<file path="src/rtl/rc_dpdm_gen.sv">
// rc_dpdm_gen: receive-side D+/D- line symbol decoder.
// Tracks SYNC, bit field and SE0 EOP framing for handshake and data packets.
module rc_dpdm_gen #(
   parameter int SYNC_LEN    = 8,
   parameter int HS_BITS     = 8,
   parameter int DATA_MIN    = 8,
   parameter int DATA_MAX    = 101,
   parameter int EOP_SE0     = 2,
   parameter int TIMEOUT_CYC = 255,
   parameter int CNT_W       = 8
) (
   input  logic             clk,
   input  logic             rst_n,
   input  logic [1:0]       bus_in,
   input  logic             enable,
   input  logic             receive_data,
   input  logic             receive_hshake,
   input  logic             abort,
   output logic             s_out,
   output logic             s_valid,
   output logic             start_rc_nrzi,
   output logic             got_sync,
   output logic             end_rc_nrzi,
   output logic             pkt_done,
   output logic             EOP_error,
   output logic             rc_dpdm_wait,
   output logic             timeout,
   output logic [CNT_W-1:0] bit_count
);

   localparam int SW = $clog2(SYNC_LEN);
   localparam int EW = $clog2(EOP_SE0 + 1);
   localparam int IW = $clog2(TIMEOUT_CYC + 1);

   localparam logic [SW-1:0]    SYNC_LAST = SW'(SYNC_LEN - 1);
   localparam logic [EW-1:0]    EOP_N     = EW'(EOP_SE0);
   localparam logic [IW-1:0]    TO_N      = IW'(TIMEOUT_CYC);
   localparam logic [CNT_W-1:0] HS_N      = CNT_W'(HS_BITS);
   localparam logic [CNT_W-1:0] DMIN_N    = CNT_W'(DATA_MIN);
   localparam logic [CNT_W-1:0] DMAX_N    = CNT_W'(DATA_MAX);

   typedef enum logic [2:0] {
      S_IDLE,
      S_SYNC,
      S_RECV,
      S_EOP,
      S_ERROR
   } state_t;

   state_t           state, state_nxt;
   logic             hs_mode, hs_nxt;
   logic [SW-1:0]    sync_idx, sync_nxt;
   logic [EW-1:0]    se0_cnt, se0_nxt;
   logic [IW-1:0]    idle_cnt, idle_nxt;
   logic [CNT_W-1:0] bc_nxt;

   logic             seen_j, seen_k, seen_x, rx_req;
   logic             exp_k, sync_ok, len_ok;
   logic [CNT_W-1:0] limit;
   logic             start_c, valid_c, sync_c, end_c, done_c, to_c;

   assign seen_j = !enable && (bus_in == 2'b10);
   assign seen_k = !enable && (bus_in == 2'b01);
   assign seen_x = !enable && (bus_in == 2'b00);
   assign rx_req = receive_data || receive_hshake;

   assign exp_k   = (sync_idx == SYNC_LAST) || !sync_idx[0];
   assign sync_ok = exp_k ? seen_k : seen_j;
   assign limit   = hs_mode ? HS_N : DMAX_N;
   assign len_ok  = hs_mode ? (bit_count == HS_N)
                            : (bit_count >= DMIN_N && bit_count <= DMAX_N);

   // Next-state, counter and pulse decode; abort overrides everything.
   always_comb begin
      state_nxt = state;
      hs_nxt    = hs_mode;
      sync_nxt  = sync_idx;
      se0_nxt   = se0_cnt;
      bc_nxt    = bit_count;
      idle_nxt  = '0;
      start_c   = 1'b0;
      valid_c   = 1'b0;
      sync_c    = 1'b0;
      end_c     = 1'b0;
      done_c    = 1'b0;
      to_c      = 1'b0;
      unique case (state)
         S_IDLE: begin
            if (seen_k && rx_req) begin
               start_c   = 1'b1;
               state_nxt = S_SYNC;
               sync_nxt  = SW'(1);
               bc_nxt    = '0;
               hs_nxt    = receive_hshake;
            end else if (!rx_req) begin
               idle_nxt = '0;
            end else if (idle_cnt == TO_N) begin
               to_c     = 1'b1;
               idle_nxt = '0;
            end else begin
               idle_nxt = idle_cnt + 1'b1;
            end
         end
         S_SYNC: begin
            if (!sync_ok) begin
               state_nxt = S_IDLE;
               sync_nxt  = '0;
            end else if (sync_idx == SYNC_LAST) begin
               sync_c    = 1'b1;
               state_nxt = S_RECV;
               bc_nxt    = '0;
            end else begin
               sync_nxt = sync_idx + 1'b1;
            end
         end
         S_RECV: begin
            if ((seen_j || seen_k) && bit_count < limit) begin
               valid_c = 1'b1;
               bc_nxt  = bit_count + 1'b1;
            end else begin
               end_c = 1'b1;
               if (seen_x && len_ok) begin
                  state_nxt = S_EOP;
                  se0_nxt   = EW'(1);
               end else begin
                  state_nxt = S_ERROR;
               end
            end
         end
         S_EOP: begin
            if (seen_x && se0_cnt < EOP_N) begin
               se0_nxt = se0_cnt + 1'b1;
            end else if (seen_j && se0_cnt == EOP_N) begin
               done_c    = 1'b1;
               state_nxt = S_IDLE;
               se0_nxt   = '0;
            end else begin
               state_nxt = S_ERROR;
            end
         end
         S_ERROR: begin
            state_nxt = S_ERROR;
         end
         default: begin
            state_nxt = S_IDLE;
         end
      endcase
      if (abort) begin
         state_nxt = S_IDLE;
         sync_nxt  = '0;
         se0_nxt   = '0;
         bc_nxt    = '0;
         idle_nxt  = '0;
         start_c   = 1'b0;
         valid_c   = 1'b0;
         sync_c    = 1'b0;
         end_c     = 1'b0;
         done_c    = 1'b0;
         to_c      = 1'b0;
      end
   end

   // State and counter registers with synchronous active-low reset.
   always_ff @(posedge clk) begin
      if (!rst_n) begin
         state     <= S_IDLE;
         hs_mode   <= 1'b0;
         sync_idx  <= '0;
         se0_cnt   <= '0;
         idle_cnt  <= '0;
         bit_count <= '0;
      end else begin
         state     <= state_nxt;
         hs_mode   <= hs_nxt;
         sync_idx  <= sync_nxt;
         se0_cnt   <= se0_nxt;
         idle_cnt  <= idle_nxt;
         bit_count <= bc_nxt;
      end
   end

   assign s_valid       = rst_n && valid_c;
   assign s_out         = s_valid && seen_j;
   assign start_rc_nrzi = rst_n && sync_c;
   assign got_sync      = rst_n && sync_c;
   assign end_rc_nrzi   = rst_n && end_c;
   assign pkt_done      = rst_n && done_c;
   assign timeout       = rst_n && to_c;
   assign EOP_error     = rst_n && (state == S_ERROR);
   assign rc_dpdm_wait  = !rst_n || ((state == S_IDLE) && !start_c);

endmodule

</file>
<file path="config.mk">
export PLATFORM = sky130hd
export DESIGN_NAME = rc_dpdm_gen
export DESIGN_NICKNAME = d
export VERILOG_FILES = /design/src/rtl/rc_dpdm_gen.sv
export SDC_FILE = /design/constraint.sdc
export NUM_CORES = 1
export LEC_CHECK = 0
export ABC_AREA = 1
export BUFFER_PORTS_ARGS = -buffer_cell sky130_fd_sc_hd__buf_2
export CAP_MARGIN = 20
export CELL_PAD_IN_SITES_DETAIL_PLACEMENT = 0
export CELL_PAD_IN_SITES_GLOBAL_PLACEMENT = 2
export CORE_UTILIZATION = 35
export CTS_BUF_LIST = sky130_fd_sc_hd__clkbuf_4
export DETAILED_ROUTE_END_ITERATION = 10
export PLACE_DENSITY_LB_ADDON = 0.1
export SLEW_MARGIN = 25
export SYNTH_ARGS = -nofsm -noshare
export SYNTH_HDL_FRONTEND = slang
export SYNTH_SLANG_ARGS = --single-unit
</file>
<file path="constraint.sdc">
create_clock -name clk -period 4.6 [get_ports clk]
set_clock_uncertainty 0.05 [all_clocks]
set_input_delay 0.46 -clock clk [delete_from_list [all_inputs] [get_ports clk]]
set_output_delay 0.46 -clock clk [all_outputs]
set_load 0.1 [all_outputs]
</file>
==> impl_metrics.env <==
export IMPL_outcome="finished, final reports clean"
export IMPL_drt_total_wl_um=3960
export IMPL_worst_pin_slew_ns=0.489
export IMPL_cts_tree="done"
export IMPL_synth_compound_area_share_pct=9.10
export IMPL_power_frac_seq_pct=58.4
export IMPL_yosysMostFrequentCell="nand2_1"
export IMPL_htreeDepth=1
export IMPL_clk_pin_slew_ns=0.15
export IMPL_p_sw_share_pct=28.2
export IMPL_rsz0062_at_grt="no"
export IMPL_synth_edf_count=0
export IMPL_first_pass_iters=4
export IMPL_synth_cells=253
export IMPL_required_ns=4.09
export IMPL_synth_flop_cell="dfxtp_1"
export IMPL_synth_xor_area_share_pct=2.04
export IMPL_criticalPathCategory="flip-flop to primary output"
export IMPL_grt_use_total_pct=16.5
export IMPL_yosys_area_share_adder_pct=8.74
export IMPL_finalCritPeriodShare_pct=63.4
export IMPL_start_util_pct=36.4
export IMPL_grt_pass1_wl_um=6830
export IMPL_synth_seq_cells=25
export IMPL_fin_nets=301
export IMPL_fp_dieH_um=72.1
export IMPL_cts_root_buffer="clkbuf_4"
export IMPL_clk_latency_ns=0.33
export IMPL_p_switching_mw=0.107
export IMPL_cts_setup_buffers=0
export IMPL_slew_headroom_pct=67.6
export IMPL_r2r_slack_ns=2.64
export IMPL_p_int_mw=0.273
export IMPL_drive_gt1_share_pct=20.0
export IMPL_netlist_area_leader_share_pct=29.1
export IMPL_ir_worst_vdd_v=0.0000738
export IMPL_syn_to_final_growth_pct=13.4
export IMPL_grt_start_max_net_pins=14
export IMPL_reg2reg_from="bit_count[5]$_SDFFE_PP0P_"
export IMPL_rr_endpoint="bit_count[4]$_SDFFE_PP0P_"
export IMPL_port_buffers=24
export IMPL_hold_path_class="input port to flip-flop"
export IMPL_final_area_um2=1950
export IMPL_place_hpwl_um=3170
export IMPL_grt_pass1_vias=1459
export IMPL_dieArea_um2=5190
export IMPL_placed_cell_area_um2=1920
export IMPL_synth_largest_area_cell="dfxtp_1"
export IMPL_cap_violations=0
export IMPL_yosys_area_share_simple_pct=42.0
export IMPL_max_stage_delay_ns=0.46
export IMPL_setup_tns_ns=0
export IMPL_async_reset_ff_share_pct=0
export IMPL_nFillCells=515
export IMPL_syn_nets=273
export IMPL_crit_chain="ha_1 > ha_1 > inv_2 > nand2_1 > nand2_1 > nand2_2 > nor2_1 > inv_1 > nor3_1 > buf_2"
export IMPL_maxSlewViolCount=0
export IMPL_cpMaxStageDelayCell="buf_2"
export IMPL_drtIter0Drc=80
export IMPL_crit_fanout=4
export IMPL_synth_top_family_by_area="simple AND/OR/NAND/NOR gates"
export IMPL_gp_congestion=0.741
export IMPL_drt_drc_violations_left=0
export IMPL_clkPwrFrac_pct=29.6
export IMPL_antenna_found_initial=0
export IMPL_critPathBufInv=3
export IMPL_die_w_um=72.1
export IMPL_p_per_area_nw_per_um2=195
export IMPL_ys_seq_area_share_pct=29.1
export IMPL_ys_warnings_count=0
export IMPL_hold_viol=0
export IMPL_cp_depth=10
export IMPL_cts_buffer_depth=2
export IMPL_critPathCaptureType="primary output"
export IMPL_avgViaCountPerCell=4.54
export IMPL_io_pins=25
export IMPL_total_power_mw=0.380
export IMPL_start_kind="flip-flop"
export IMPL_numCtsBuffers=3
export IMPL_post_drt_wl_per_cell_um=11.4
export IMPL_syn_area_um2=1720
export IMPL_r2r_cells=10
export IMPL_synth_top_cells_by_count="56 x nand2_1, 37 x nor2_1, 33 x inv_1"
export IMPL_cts_resized=0
export IMPL_row_count=25
export IMPL_fin_util_pct=41.2
export IMPL_core_area_um2=4720
export IMPL_n_antenna_cell=0
export IMPL_arrival_ns=2.41
export IMPL_synth_mux_area_share_pct=0
export IMPL_timing_fmax_mhz=343
export IMPL_crit_end="start_rc_nrzi"
export IMPL_syn_area_per_cell_um2=6.79
export IMPL_power_leakage_nw=0.901
export IMPL_critical_path_top_delay_family="buffers and inverters"
export IMPL_ctsHoldBuffers=0
export IMPL_cts_sinks=25
export IMPL_combinationalPowerShare_pct=12.0
export IMPL_synthTopCellsByArea="dfxtp_1 29%, nand2_1 12%, ha_1 8.7%"
export IMPL_overflow=0
export IMPL_setup_viol=0
export IMPL_yosysUniqueCellTypes=34
export IMPL_ant_nets=0
export IMPL_vias=1576
export IMPL_crit_start="sync_idx[0]$_SDFFE_PP0P_"
export IMPL_period_needed_ns=2.92
how the worst min path moves through the flow:
stage                            from  depth (start not counted)                endpoint  slack [ns]
2_1_floorplan  idle_cnt[0]$_SDFF_PP0_                          1  idle_cnt[0]$_SDFF_PP0_        0.38
3_3_place_gp   idle_cnt[0]$_SDFF_PP0_                          1  idle_cnt[0]$_SDFF_PP0_        0.40
3_5_place_dp   idle_cnt[0]$_SDFF_PP0_                          1  idle_cnt[0]$_SDFF_PP0_        0.40
4_1_cts                receive_hshake                          3    hs_mode$_SDFFE_PN0P_        0.37
5_1_grt                receive_hshake                          3    hs_mode$_SDFFE_PN0P_        0.38
6_report               receive_hshake                          3    hs_mode$_SDFFE_PN0P_        0.38
layout make-up:
type | instances | area, µm² | share of cell area (%)
timing repair buffer | 25 | 128 | 6.55
clock buffer | 4 | 30.0 | 1.54
sequential | 25 | 500 | 25.7
tap | 67 | 83.8 | 4.30
inverter | 37 | 144 | 7.39
multi-input combinational | 189 | 1060 | 54.5
worst min-delay path: cells and delay by family:
kind | cells | cell delay, ns
AO/OA/AOI/OAI | 1 | 0.05
buffers and inverters | 1 | 0.11
AND/OR/NAND/NOR | 1 | 0.11
flip-flops by register name, summed over array words and instances, names as in the netlist:
name       flops
state          3
bit_count      8
se0_cnt        2
sync_idx       3
hs_mode        1
idle_cnt       8
cells in the final DEF (no fill, tap or decap), types with 3 or more instances in the layout:
| master | instances |
|---|---|
| nand2_1 | 56 |
| nor3_1 | 4 |
| nand3_1 | 15 |
| nand2_2 | 5 |
| xor2_1 | 3 |
| a21oi_1 | 17 |
| dfxtp_1 | 25 |
| nor2_2 | 3 |
| inv_1 | 33 |
| buf_2 | 24 |
| or2_2 | 3 |
| nor2_1 | 37 |
| nand4_1 | 6 |
| nand2_4 | 3 |
| o21ai_0 | 4 |
| clkbuf_4 | 4 |
| nor3b_1 | 3 |
| ha_1 | 12 |
power groups by stage:
stage | clock, mW | combinational, mW | sequential (mW)
finish | 0.112 | 0.0457 | 0.222
CTS | 0.119 | 0.0464 | 0.222
floorplan | 0 | 0.0302 | 0.229
global route | 0.130 | 0.0523 | 0.223
detailed placement | 0 | 0.0462 | 0.226
global placement | 0 | 0.0466 | 0.226
stage by stage:
step / std cells / hold slack, ns / setup slack, ns
detailed placement: 343 / 0.402 / 2.05
global route: 347 / 0.382 / 1.49
finish: 347 / 0.380 / 1.68
floorplan: 253 / 0.380 / 0.178
global placement: 343 / 0.395 / 2.09
CTS: 347 / 0.373 / 1.65
logic make-up after synthesis:
kind of cell | count (synthesis)
AND/OR/NAND/NOR | 145
buffers and inverters | 39
AO/OA/AOI/OAI | 28
flip-flops | 25
adder cells (fa/ha/maj) | 12
XOR/XNOR | 4
per-layer routing:
layer  part of all wire (%)  vias to the layer above  GRT usage [%]
li1                       -                      866              -
met5                      0                        -              0
met1                     52                      693           23.2
met2                     45                       15           26.7
met3                    1.9                        2           2.08
met4                   0.68                        0           4.58
Power figures use the tool's default switching activity.
